===== src/rtl/dpram_port_ctrl_pkg.sv =====
// Shared definitions for the dual-port RAM port controller: default geometry
// (same macro names as the RAM) and the controller state encoding.
`ifndef DATA_WIDTH
`define DATA_WIDTH 8
`endif
`ifndef ADDR_WIDTH
`define ADDR_WIDTH 3
`endif
`ifndef DEPTH
`define DEPTH 8
`endif

package dpram_port_ctrl_pkg;

   localparam int DEF_DATA_WIDTH = `DATA_WIDTH;
   localparam int DEF_ADDR_WIDTH = `ADDR_WIDTH;
   localparam int DEF_DEPTH      = `DEPTH;

   typedef enum logic [1:0] {
      ST_ACTIVE = 2'd0,
      ST_DRAIN  = 2'd1,
      ST_CLEAR  = 2'd2
   } state_t;

endpackage


===== src/rtl/dpram_port_ctrl_if.sv =====
// Command and response channels between an initiator and the RAM port controller.
interface dpram_port_ctrl_if
   import dpram_port_ctrl_pkg::*;
#(
   parameter int DATA_WIDTH = DEF_DATA_WIDTH,
   parameter int ADDR_WIDTH = DEF_ADDR_WIDTH
);

   logic                  cmd_valid;
   logic                  cmd_ready;
   logic                  cmd_we;
   logic [ADDR_WIDTH-1:0] cmd_addr;
   logic [DATA_WIDTH-1:0] cmd_wdata;
   logic                  rsp_valid;
   logic                  rsp_ready;
   logic [DATA_WIDTH-1:0] rsp_rdata;

   modport master (
      output cmd_valid, cmd_we, cmd_addr, cmd_wdata, rsp_ready,
      input  cmd_ready, rsp_valid, rsp_rdata
   );

   modport slave (
      input  cmd_valid, cmd_we, cmd_addr, cmd_wdata, rsp_ready,
      output cmd_ready, rsp_valid, rsp_rdata
   );

endinterface


===== src/rtl/dpram_port_ctrl_resp_fifo2.sv =====
// Two-entry synchronous FIFO holding read data until the consumer takes it.
module resp_fifo2 #(
   parameter int WIDTH = 8
) (
   input  logic             clk,
   input  logic             rst,
   input  logic             push,
   input  logic [WIDTH-1:0] push_data,
   output logic             valid,
   input  logic             ready,
   output logic [WIDTH-1:0] data,
   output logic [1:0]       count
);

   logic [WIDTH-1:0] mem [2];
   logic             wr_ptr;
   logic             rd_ptr;
   logic             pop;

   assign valid = (count != 2'd0);
   assign pop   = valid && ready;
   assign data  = mem[rd_ptr];

   // Storage is cleared on reset so the output data reads zero until the first push.
   always_ff @(posedge clk) begin
      if (rst) begin
         mem[0] <= '0;
         mem[1] <= '0;
         wr_ptr <= 1'b0;
         rd_ptr <= 1'b0;
         count  <= 2'd0;
      end else begin
         if (push) begin
            mem[wr_ptr] <= push_data;
            wr_ptr      <= ~wr_ptr;
         end
         if (pop) begin
            rd_ptr <= ~rd_ptr;
         end
         case ({push, pop})
            2'b10:   count <= count + 2'd1;
            2'b01:   count <= count - 2'd1;
            default: count <= count;
         endcase
      end
   end

endmodule


===== src/rtl/dpram_port_ctrl.sv =====
// Initiator-side controller for one RAM port: command stream to RAM cycles,
// backpressured read responses, and a one-word-per-clock clear sweep.
module dpram_port_ctrl
   import dpram_port_ctrl_pkg::*;
#(
   parameter int DATA_WIDTH     = DEF_DATA_WIDTH,
   parameter int ADDR_WIDTH     = DEF_ADDR_WIDTH,
   parameter int DEPTH          = DEF_DEPTH,
   parameter bit CLEAR_ON_RESET = 1'b1
) (
   input  logic                  clk,
   input  logic                  rst,
   dpram_port_ctrl_if.slave      cmd_bus,
   input  logic                  clr_start,
   output logic                  clr_busy,
   output logic                  clr_done,
   output logic [ADDR_WIDTH-1:0] ram_addr,
   output logic                  ram_we,
   output logic [DATA_WIDTH-1:0] ram_din,
   input  logic [DATA_WIDTH-1:0] ram_dout
);

   state_t                state;
   logic [ADDR_WIDTH-1:0] clr_cnt;
   logic                  inflight;
   logic [1:0]            fifo_count;
   logic                  cmd_ready;
   logic                  cmd_fire;
   logic                  rd_fire;
   logic                  clr_last;

   // At most two reads may be buffered or in flight, so the FIFO can never overflow.
   assign cmd_ready         = (state == ST_ACTIVE) &&
                              (({1'b0, fifo_count} + {2'b00, inflight}) < 3'd2);
   assign cmd_bus.cmd_ready = cmd_ready;
   assign cmd_fire          = cmd_bus.cmd_valid && cmd_ready;
   assign rd_fire           = cmd_fire && !cmd_bus.cmd_we;
   assign clr_last          = (clr_cnt == ADDR_WIDTH'(DEPTH - 1));
   assign clr_busy          = (state != ST_ACTIVE);

   always_comb begin
      ram_addr = cmd_bus.cmd_addr;
      ram_din  = cmd_bus.cmd_wdata;
      ram_we   = 1'b0;
      case (state)
         ST_ACTIVE: ram_we = cmd_fire && cmd_bus.cmd_we;
         ST_CLEAR: begin
            ram_addr = clr_cnt;
            ram_din  = '0;
            ram_we   = 1'b1;
         end
         default: ram_we = 1'b0;
      endcase
      if (rst) begin
         ram_we = 1'b0;
      end
   end

   // DRAIN lasts one cycle: any read accepted with clr_start retires on that same edge.
   always_ff @(posedge clk) begin
      if (rst) begin
         state    <= CLEAR_ON_RESET ? ST_CLEAR : ST_ACTIVE;
         clr_cnt  <= '0;
         inflight <= 1'b0;
         clr_done <= 1'b0;
      end else begin
         clr_done <= 1'b0;
         inflight <= rd_fire;
         case (state)
            ST_ACTIVE: begin
               if (clr_start) begin
                  state <= ST_DRAIN;
               end
            end
            ST_DRAIN: begin
               state <= ST_CLEAR;
            end
            ST_CLEAR: begin
               if (clr_last) begin
                  clr_cnt  <= '0;
                  clr_done <= 1'b1;
                  state    <= ST_ACTIVE;
               end else begin
                  clr_cnt <= clr_cnt + 1'b1;
               end
            end
            default: state <= ST_ACTIVE;
         endcase
      end
   end

   resp_fifo2 #(
      .WIDTH(DATA_WIDTH)
   ) u_resp_fifo (
      .clk      (clk),
      .rst      (rst),
      .push     (inflight),
      .push_data(ram_dout),
      .valid    (cmd_bus.rsp_valid),
      .ready    (cmd_bus.rsp_ready),
      .data     (cmd_bus.rsp_rdata),
      .count    (fifo_count)
   );

endmodule


===== src/flat_wrapper.sv =====
// flat-port wrapper written by rule: the top's interface ports become plain ports
module dpram_port_ctrl_flat import dpram_port_ctrl_pkg::*;
#(
   parameter int DATA_WIDTH     = DEF_DATA_WIDTH,
   parameter int ADDR_WIDTH     = DEF_ADDR_WIDTH,
   parameter int DEPTH          = DEF_DEPTH,
   parameter bit CLEAR_ON_RESET = 1'b1
)
  (clk, rst, clr_start, clr_busy, clr_done, ram_addr, ram_we, ram_din, ram_dout, cmd_bus_cmd_valid, cmd_bus_cmd_we, cmd_bus_cmd_addr, cmd_bus_cmd_wdata, cmd_bus_rsp_ready, cmd_bus_cmd_ready, cmd_bus_rsp_valid, cmd_bus_rsp_rdata);
  dpram_port_ctrl_if #(.DATA_WIDTH(DATA_WIDTH), .ADDR_WIDTH(ADDR_WIDTH)) cmd_bus_i ();
  input  logic clk;
  input  logic rst;
  input  logic clr_start;
  output logic clr_busy;
  output logic clr_done;
  output logic [ADDR_WIDTH-1:0] ram_addr;
  output logic ram_we;
  output logic [DATA_WIDTH-1:0] ram_din;
  input  logic [DATA_WIDTH-1:0] ram_dout;
  input wire logic [$bits(cmd_bus_i.cmd_valid)-1:0] cmd_bus_cmd_valid;
  input wire logic [$bits(cmd_bus_i.cmd_we)-1:0] cmd_bus_cmd_we;
  input wire logic [$bits(cmd_bus_i.cmd_addr)-1:0] cmd_bus_cmd_addr;
  input wire logic [$bits(cmd_bus_i.cmd_wdata)-1:0] cmd_bus_cmd_wdata;
  input wire logic [$bits(cmd_bus_i.rsp_ready)-1:0] cmd_bus_rsp_ready;
  output wire logic [$bits(cmd_bus_i.cmd_ready)-1:0] cmd_bus_cmd_ready;
  output wire logic [$bits(cmd_bus_i.rsp_valid)-1:0] cmd_bus_rsp_valid;
  output wire logic [$bits(cmd_bus_i.rsp_rdata)-1:0] cmd_bus_rsp_rdata;
  assign cmd_bus_i.cmd_valid = cmd_bus_cmd_valid;
  assign cmd_bus_i.cmd_we = cmd_bus_cmd_we;
  assign cmd_bus_i.cmd_addr = cmd_bus_cmd_addr;
  assign cmd_bus_i.cmd_wdata = cmd_bus_cmd_wdata;
  assign cmd_bus_i.rsp_ready = cmd_bus_rsp_ready;
  assign cmd_bus_cmd_ready = cmd_bus_i.cmd_ready;
  assign cmd_bus_rsp_valid = cmd_bus_i.rsp_valid;
  assign cmd_bus_rsp_rdata = cmd_bus_i.rsp_rdata;
  dpram_port_ctrl #(.DATA_WIDTH(DATA_WIDTH), .ADDR_WIDTH(ADDR_WIDTH), .DEPTH(DEPTH), .CLEAR_ON_RESET(CLEAR_ON_RESET)) u_core (.clk(clk), .rst(rst), .cmd_bus(cmd_bus_i), .clr_start(clr_start), .clr_busy(clr_busy), .clr_done(clr_done), .ram_addr(ram_addr), .ram_we(ram_we), .ram_din(ram_din), .ram_dout(ram_dout));
endmodule

===== config.mk =====
export PLATFORM = sky130hd
export DESIGN_NAME = dpram_port_ctrl_flat
export DESIGN_NICKNAME = d
export VERILOG_FILES = /design/src/rtl/dpram_port_ctrl_pkg.sv /design/src/rtl/dpram_port_ctrl_if.sv /design/src/rtl/dpram_port_ctrl_resp_fifo2.sv /design/src/rtl/dpram_port_ctrl.sv /design/src/flat_wrapper.sv
export SDC_FILE = /design/constraint.sdc
export NUM_CORES = 1
export LEC_CHECK = 0
export CAP_MARGIN = 5
export CORE_ASPECT_RATIO = 1.75
export CORE_MARGIN = 2
export CORE_UTILIZATION = 41
export CTS_BUF_LIST = sky130_fd_sc_hd__clkbuf_4 sky130_fd_sc_hd__clkbuf_8
export DETAILED_ROUTE_END_ITERATION = 10
export PLACE_DENSITY = 0.75
export SLEW_MARGIN = 20
export SYNTH_ARGS = -nofsm -noshare
export SYNTH_HDL_FRONTEND = slang
export SYNTH_SLANG_ARGS = --single-unit
export TNS_END_PERCENT = 50

===== constraint.sdc =====
create_clock -name clk -period 1.36 [get_ports clk]
set_input_delay 0.272 -clock clk [delete_from_list [all_inputs] [get_ports clk]]
set_output_delay 0.272 -clock clk [all_outputs]
set_load 0.02 [all_outputs]

* Word level (Yosys, flattened, before mapping)
Memory sizes are Yosys's and may differ from the RTL's. A register that Yosys moved wholly into a read port is not among the register bits.
Index checks and enable logic that the tools add are counted.
** Cells by class
- Reduce and logical (&&, ||, !) cells :: 13
- Mux-type cells :: 20
- Add/sub/neg operators :: 4
- Eq/ne operators :: 7
- Bitwise operators :: 3
- $lt $le $gt $ge :: 1
** Operators with widths (number)
- 8-bit two-way mux :: 2
- 1-bit two-way mux :: 11
- 8-bit OR reduction :: 1
- 3-bit two-way mux :: 2
- 2-bit case mux with 3 select lines :: 1
- 2-bit nonzero test :: 3
- 1-bit logical AND :: 5
- 2-bit by 1-bit == test with 1-bit output (second input constant) :: 2
- 2-bit == test (second input constant) :: 2
- 2-bit two-way mux :: 2
- 2-bit case mux with 2 select lines :: 1
- 2-bit by 1-bit adder with 3-bit output :: 1
- 3-bit by 1-bit adder with 3-bit output (second input constant) :: 1
- 3-bit == test (second input constant) :: 1
- 3-bit by 2-bit less-than comparator with 1-bit output (second input constant) :: 1
- 1-bit NOT :: 3
- 2-bit by 1-bit adder with 2-bit output (second input constant) :: 1
- 2-bit zero test :: 1
- 2-bit by 1-bit != test with 1-bit output (second input constant) :: 1
- 2-bit != test (second input constant) :: 1
- 1-bit case mux with 2 select lines :: 1
- 2-bit AND reduction :: 1
- 2-bit OR reduction :: 1
- 2-bit by 1-bit subtractor with 2-bit output (second input constant) :: 1
- 1-bit zero test :: 1
** Storage, ports and cells
- Memories kept :: 1
- Register bits after elaboration :: 11
- Input bits :: 25
- RAM bits :: 16
- Logic and storage cells :: 56
** Memories
- u_core.u_resp_fifo.mem :: words 2, width 8, read ports 1, clocked after memory_dff 1, write ports 2, RTL line dpram_port_ctrl_resp_fifo2.sv:15 : logic [WIDTH-1:0] mem [2];

* Longest topological paths before layout
Gate-level depths: netlist (run 1).
- Word-level depth :: 7
- Depth in mapped cells :: 5
- Gate-level depth less buffers :: 5

* Modules after synthesis
From an unflattened synthesis (run 1), not the netlist that was laid out.
** Second synthesis, totals
- Cell total of the unflattened synthesis :: 118
- Area total of the unflattened synthesis :: 1297.5 um^2
** Modules (own cells, without submodules)
- resp_fifo2 :: area each 909.6 um^2, times used 1, sequential area each 580.6 um^2, cells an instance 75
- dpram_port_ctrl :: area each 387.9 um^2, times used 1, sequential area each 140.1 um^2, cells an instance 43

* Worst setup path before layout (run 1)
Ideal clock, no wire load.
- Path type :: input -> output
- Start point :: input port rst
- End point :: output port ram_we
- Stages on the path :: 3
- Setup slack :: -0.070 ns
- Path buffers :: 2
- Arrival time :: 1.158 ns
- Data required time :: 1.088 ns
- Cells stage by stage :: clkbuf_1 buf_1 nor3_1
** On the way
- Word-level cells in the longest chain between the ends :: 1
** RTL lines
- start: declaration :: RTL line flat_wrapper.sv:12 : input logic rst;
- 1-bit two-way mux :: RTL line dpram_port_ctrl.sv:54 : if (rst) begin
- end: declaration :: RTL line flat_wrapper.sv:17 : output logic ram_we;
No other way between the ends.

* Worst setup path in the final report (run 1)
- Start point :: register u_core.state[0]
- End point :: output port ram_addr[2]
** On the way
- Word-level cells in the longest chain between the ends :: 2
** RTL lines
- start: declaration :: RTL line dpram_port_ctrl.sv:23 : state_t state;
- start signal: assignment :: RTL line dpram_port_ctrl.sv:62 : state <= CLEAR_ON_RESET ? ST_CLEAR : ST_ACTIVE;
- 2-bit == test :: RTL line dpram_port_ctrl.sv:45 : case (state)
- 3-bit two-way mux :: RTL line dpram_port_ctrl.sv:45
- end: declaration :: RTL line flat_wrapper.sv:16 : output logic [ADDR_WIDTH-1:0] ram_addr;
No other way between the ends.

==> impl_results.md, run 1 <==
- Status: finished, violations left
- Failing checks: negative setup slack
- Complex-gate fraction of the synthesized area: 0.0396
- Synth-to-Final Area Change: 74.7%
- Router iterations before antenna repair: 2
- Critical Path Fanout Max: 7
- DP Cell Count: 214
- Synth area leaders: edfxtp_1, dfxtp_1, and2_1
- Largest net degree at the start of global routing: 16
- RePlAce Congestion: 0.697
- Worst slew pin tran: 235 ps
- Non-filler cells, final: 223
- RR Startpoint: u_core.u_resp_fifo.count[0]
- Synth Register Bits: 28
- Layout cell share with drive strength beyond 1: 0.528
- Peak supply drop: 685 uV
- Worst Path Arrival: 1220 ps
- Final Max Tran Viols: 0
- FF-to-FF path depth: 6
- Starting Density: 0.422
- I/O pins: 49
- Slew margin rel.: 0.841
- Chip Height: 78.4 microns
- Antenna violations before repair: 0
- Footprint of the multi-input gates: 694 sq um
- Filler cell count: 202
- Main combinational cell family by area after synthesis: simple AND/OR/NAND/NOR gates
- YS warnings: 0
- DRT antenna net count: 0
- Slack of the critical path: -134 ps
- Final Skew: 5.34 ps
- Total GRT Usage: 0.178
- Die Span X: 46.5 microns
- Clock-pin slew on the worst setup and hold paths: 90 ps
- Yosys top cell area share: 0.371
- Register-to-register setup slack: -110 ps
- Dpl hpwl: 2.29 mm
- Worst Min Path Start: rst
- Endpoint class of the critical path: output pin
- Drt total wl: 3.08 mm
- Unrepaired setup endpoints after global routing: true
- Leakage power: 0.946 nW
- H-tree levels: 1
- XOR/XNOR Fraction of Synth Area: 0.0270
- DR iter-0 viols: 5
- Register Area: 729 sq um
- Num CTS Buffers: 3
- Placement row count: 27
- CTS tree: done
- Worst EP required: 1090 ps
- Yosys cell types: 29
- Core area: 0.00307 sq mm
- Vias in the first global route: 1,137
- Max Clock Freq: 669 MHz
- Setup violators final: 24
- Root Driver: clkbuf_8
- First-pass GRT wire length: 4.75 mm
- Critical Path Source Type: flip-flop
- Worst hold path class: in -> reg
- Syn Nets: 137
- Worst Hold End: u_core.u_resp_fifo.wr_ptr
- Syn Inst Count: 109
- Pwr dens: 765 mW/mm^2
- Total congestion overflow: 0
- Longest Clk Path Bufs: 2
- Netlist Area Pre-Place: 0.00130 sq mm
- Vias: 1,067
- Fin. Hold Viols: 0
- MaxCap Viol Count: 0
- Hold_buf cts: 0
- Period minus WS final: 1490 ps
- Routed length per placed instance: 13.8 microns
- Seq/Total Area, Yosys: 0.556
- Syn Area/Cell: 11.9 sq um
- Die area: 0.00365 sq mm
- N_diodes: 0
- Later-pin clock latency in the skew report: 270 ps
- PortBufs: 48
- Setup WS pre-CTS: -497 ps
- Simple-gate area share of the yosys netlist: 0.210
- Fin nets: 209
- R2R Path End: u_core.u_resp_fifo.count[1]
- Crit Path Class: reg -> out
- WHS Path Cells: 3
- TritonCTS Sinks: 28
- Final period utilization: 1.10
- Mux cell area share after synthesis: 0.111
- DRC: 0
- Vias per cell: 4.78
- Synth Area in Adders: 0.0290
- Yosys top cell by area: edfxtp_1
==> final cells by class <==
type                            instances  share of cell area
Timing Repair Buffer                   72               0.320
Inverter                                2             0.00331
Sequential cell                        28               0.322
Tap cell                               43              0.0238
Clock buffer                            4              0.0243
Multi-Input combinational cell         74               0.307
==> synth_stat cells <==
library cell,count
inv_1,2
or2_2,3
nor2_1,6
a31oi_1,1
nor3b_1,2
nand2_1,2
nor3b_2,1
or3_1,2
nor4_1,1
buf_2,1
ha_1,3
a21oi_1,4
nor3_2,1
and2_1,24
xor2_1,1
edfxtp_1,16
mux2i_1,2
nand2b_1,1
buf_6,1
clkbuf_1,2
xnor2_1,3
nor3_1,1
buf_1,1
o21a_1,1
mux2_2,11
o21ai_0,2
o21bai_1,1
nor2b_1,1
dfxtp_1,12
==> worst max path at each step <==
stage	from	to	slack, ps	cells past startpoint
floorplan	u_core.u_resp_fifo.count[0]	u_core.u_resp_fifo.count[1]	-10	4
global placement	cmd_bus_cmd_valid	ram_we	-470	4
detailed placement	cmd_bus_cmd_we	ram_we	-500	4
CTS	u_core.state[0]	ram_addr[2]	-140	3
global route	u_core.state[0]	cmd_bus_cmd_ready	-180	4
finish	u_core.state[0]	ram_addr[2]	-130	3
==> state kept, by name, indices dropped and copies added (netlist names), named ones only <==
register and flops:
u_core.u_resp_fifo.wr_ptr 1, u_core.clr_cnt 3, u_core.u_resp_fifo.mem 16, u_core.inflight 1, u_core.u_resp_fifo.count 2, u_core.state 2
u_core.u_resp_fifo.rd_ptr 1, u_core.clr_done 1
==> kinds of logic after synthesis <==
family / count (synthesis)
xor gates and xnor gates: 4
buffers and inverters: 7
and+or+nand+nor: 45
muxes: 13
DFF: 28
AOI/OAI and AO/OA: 9
adders and majority gates: 3
==> power by group <==
part | internal, mW | total, mW | switching, mW
clock network | 0.258 | 0.497 | 0.238
registers | 0.920 | 0.935 | 0.0154
logic | 0.188 | 0.301 | 0.113
==> metrics by stage <==
step	TNS (ps)	hold slack, ps	util	area (sq um)	power (mW)
floorplan	-14.3	348	-	1300	1.04
global placement	-18440	502	0.643	1980	1.19
detailed placement	-19100	505	0.643	1980	1.20
CTS	-2430	506	0.710	2180	1.72
global route	-3260	409	0.737	2260	1.79
finish	-2220	384	0.737	2260	1.73
==> worst max-delay path, cell delays in order (launching register included) <==
cell	delay, ps
dfxtp_2	340
nand2b_4	170
mux2_4	320
buf_6	130
==> routing by layer <==
metal / global-route usage / routed length [microns]
met2: 0.365 / 1820
met1: 0.154 / 1010
met4: 0.0429 / 25
met3: 0.0368 / 216
met5: 0 / 0
==> repair_timing <==
| item | in CTS | in global routing |
|---|---|---|
| endpoints found under the setup margin | 56 | 34 |
| gates resized for setup | 169 | 17 |
| cloned | 0 | 0 |
| buffers inserted | 4 | 1 |
| pin swaps | 13 | 4 |
==> layout by cell type, fill, tap and decap left out, types with 2 or more instances in the layout <==
| cell | instances |
|---|---|
| buf_6 | 26 |
| clkdlybuf4s50_1 | 23 |
| buf_4 | 18 |
| and2_1 | 17 |
| edfxtp_1 | 16 |
| mux2_4 | 11 |
| and2_4 | 7 |
| dfxtp_2 | 7 |
| nor2_1 | 6 |
| dfxtp_1 | 5 |
| clkbuf_8 | 4 |
| or2_4 | 3 |
| a21oi_2 | 3 |
| ha_4 | 3 |
| nor3_2 | 2 |
| mux2i_1 | 2 |
| xnor2_1 | 2 |
| nand2_1 | 2 |
| o21ai_0 | 2 |
| nor3b_1 | 2 |
| buf_12 | 2 |
Power figures use the tool's default switching activity.
==> run 2: changes to the inputs <==
--- a/config.mk
+++ b/config.mk
@@ -11,6 +11,7 @@
 export CORE_UTILIZATION = 41
 export CTS_BUF_LIST = sky130_fd_sc_hd__clkbuf_4 sky130_fd_sc_hd__clkbuf_8
 export DETAILED_ROUTE_END_ITERATION = 10
+export HOLD_SLACK_MARGIN = 0.1
 export PLACE_DENSITY = 0.75
 export SLEW_MARGIN = 20
 export SYNTH_ARGS = -nofsm -noshare
==> results of run 2 <==
Final layout, timing and power as in run 1 (identical DEF).
==> run 3: changes to the inputs <==
--- a/config.mk
+++ b/config.mk
@@ -10,9 +10,11 @@
 export CORE_MARGIN = 2
 export CORE_UTILIZATION = 41
 export CTS_BUF_LIST = sky130_fd_sc_hd__clkbuf_4 sky130_fd_sc_hd__clkbuf_8
+export CTS_CLUSTER_SIZE = 12
 export DETAILED_ROUTE_END_ITERATION = 10
 export HOLD_SLACK_MARGIN = 0.1
 export PLACE_DENSITY = 0.75
+export SKIP_CTS_REPAIR_TIMING = 1
 export SLEW_MARGIN = 20
 export SYNTH_ARGS = -nofsm -noshare
 export SYNTH_HDL_FRONTEND = slang
==> impl_results.md, run 3 (synthesis results as in run 1) <==
- Non-filler cells, final: 222
- Later-pin clock latency in the skew report: 260 ps
- Worst Min Path Start: rst
- Chip Height: 78.4 microns
- Fin. Hold Viols: 0
- Filler cell count: 209
- CTS tree: done
- Vias in the first global route: 1,065
- Largest regs: u_core.u_resp_fifo.mem: 16 flops, u_core.clr_cnt: 3 flops
- Vias: 1,059
- Most frequent cells in the layout: buf_6, clkdlybuf4s50_1, and2_1, buf_4, edfxtp_1
- Total congestion overflow: 0
- Pwr dens: 763 mW/mm^2
- Worst hold path class: in -> reg
- Slew margin rel.: 0.836
- Vias per cell: 4.77
- N_diodes: 0
- Synth-to-Final Area Change: 73.3%
- Largest reg by FF count: u_core.u_resp_fifo.mem
- Fin nets: 208
- CP Cell Sequence: nand2b_4 > mux2_4 > buf_6
- Setup WS pre-CTS: -497 ps
- Setup violators final: 25
- H-tree levels: 1
- RR Startpoint: u_core.u_resp_fifo.count[1]
- I/O pins: 49
- Critical Path Source Type: flip-flop
- DP Cell Count: 214
- WHS Path Cells: 3
- Final Max Tran Viols: 0
- Total GRT Usage: 0.158
- Router iterations before antenna repair: 4
- Critical Path Fanout Max: 7
- DRT antenna net count: 0
- TritonCTS Sinks: 28
- Largest net degree at the start of global routing: 17
- Status: finished, violations left
- Final period utilization: 1.10
- Register Area: 728 sq um
- Dpl hpwl: 2.29 mm
- Antenna violations before repair: 0
- Layout cell share with drive strength beyond 1: 0.508
- Failing checks: negative setup slack
- DRC: 0
- Footprint of the multi-input gates: 674 sq um
- Die area: 0.00365 sq mm
- Max Clock Freq: 669 MHz
- Starting Density: 0.422
- PortBufs: 48
- Routed length per placed instance: 13.6 microns
- CP max-delay cell: dfxtp_2
- Period minus WS final: 1490 ps
- Unrepaired setup endpoints after global routing: true
- Worst EP required: 1090 ps
- Drt total wl: 3.03 mm
- Crit Path Class: reg -> out
- Worst slew pin tran: 244 ps
- Worst setup startpoint: u_core.state[0]
- Root Driver: clkbuf_8
- FF-to-FF path depth: 6
- First-pass GRT wire length: 4.24 mm
- Longest Clk Path Bufs: 2
- Core area: 0.00307 sq mm
- Num CTS Buffers: 3
- Placement row count: 27
- Peak supply drop: 689 uV
- Endpoint class of the critical path: output pin
- DR iter-0 viols: 2
- Slack of the critical path: -134 ps
- Clock-pin slew on the worst setup and hold paths: 90 ps
- Final Skew: 3.85 ps
- RePlAce Congestion: 0.697
- Die Span X: 46.5 microns
- Delay of the slowest cell on the worst path: 340 ps
- Commonest non-fill, non-tap cell in the layout: buf_6
- Leakage power: 0.961 nW
- Max reg flops: 16
- Worst Path Arrival: 1220 ps
- MaxCap Viol Count: 0
run 3: layout make-up:
class / instances / share of cell area
Sequential cell: 28 / 0.324
Timing Repair Buffer: 71 / 0.324
Multi-Input combinational cell: 74 / 0.300
Clock buffer: 4 / 0.0245
Tap cell: 43 / 0.0240
Inverter: 2 / 0.00334
run 3: report_power, final:
group / internal (mW) / switching, mW
clock network: 0.258 / 0.237
registers: 0.919 / 0.0130
logic: 0.179 / 0.107
run 3: path summary, 6_finish.rpt:
path	slack [ps]	to
setup reg to reg	-110	u_core.u_resp_fifo.count[1]
hold reg to reg	530	flip-flop
hold / removal	400	u_core.u_resp_fifo.wr_ptr
setup / recovery	-130	ram_addr[2]
run 3: layer usage:
layer  share of wire  vias up  global-route usage  wire (microns)
met1            0.33      492               0.120            1000
met5               0        -                   0               0
li1                -      515                   -               -
met2            0.59       48               0.340            1800
met4          0.0083        0              0.0343              25
met3           0.066        4              0.0368             200
run 3: stage by stage:
step                power (mW)   util  TNS, ps  cell area, sq um  hold slack, ps
detailed placement        1.20  0.643   -19100              1980             505
global placement          1.19  0.643   -18440              1980             502
global route              1.77  0.731    -3330              2250             419
floorplan                 1.04      -    -14.3              1300             348
CTS                       1.68  0.661   -16610              2030             531
finish                    1.71  0.731    -2210              2250             400
run 3: critical path, delay by kind of cell, from the launching register on:
family	cells	cell delay [ps]
flops	1	340
mux	1	320
simple gates	1	170
buf+inv	1	130
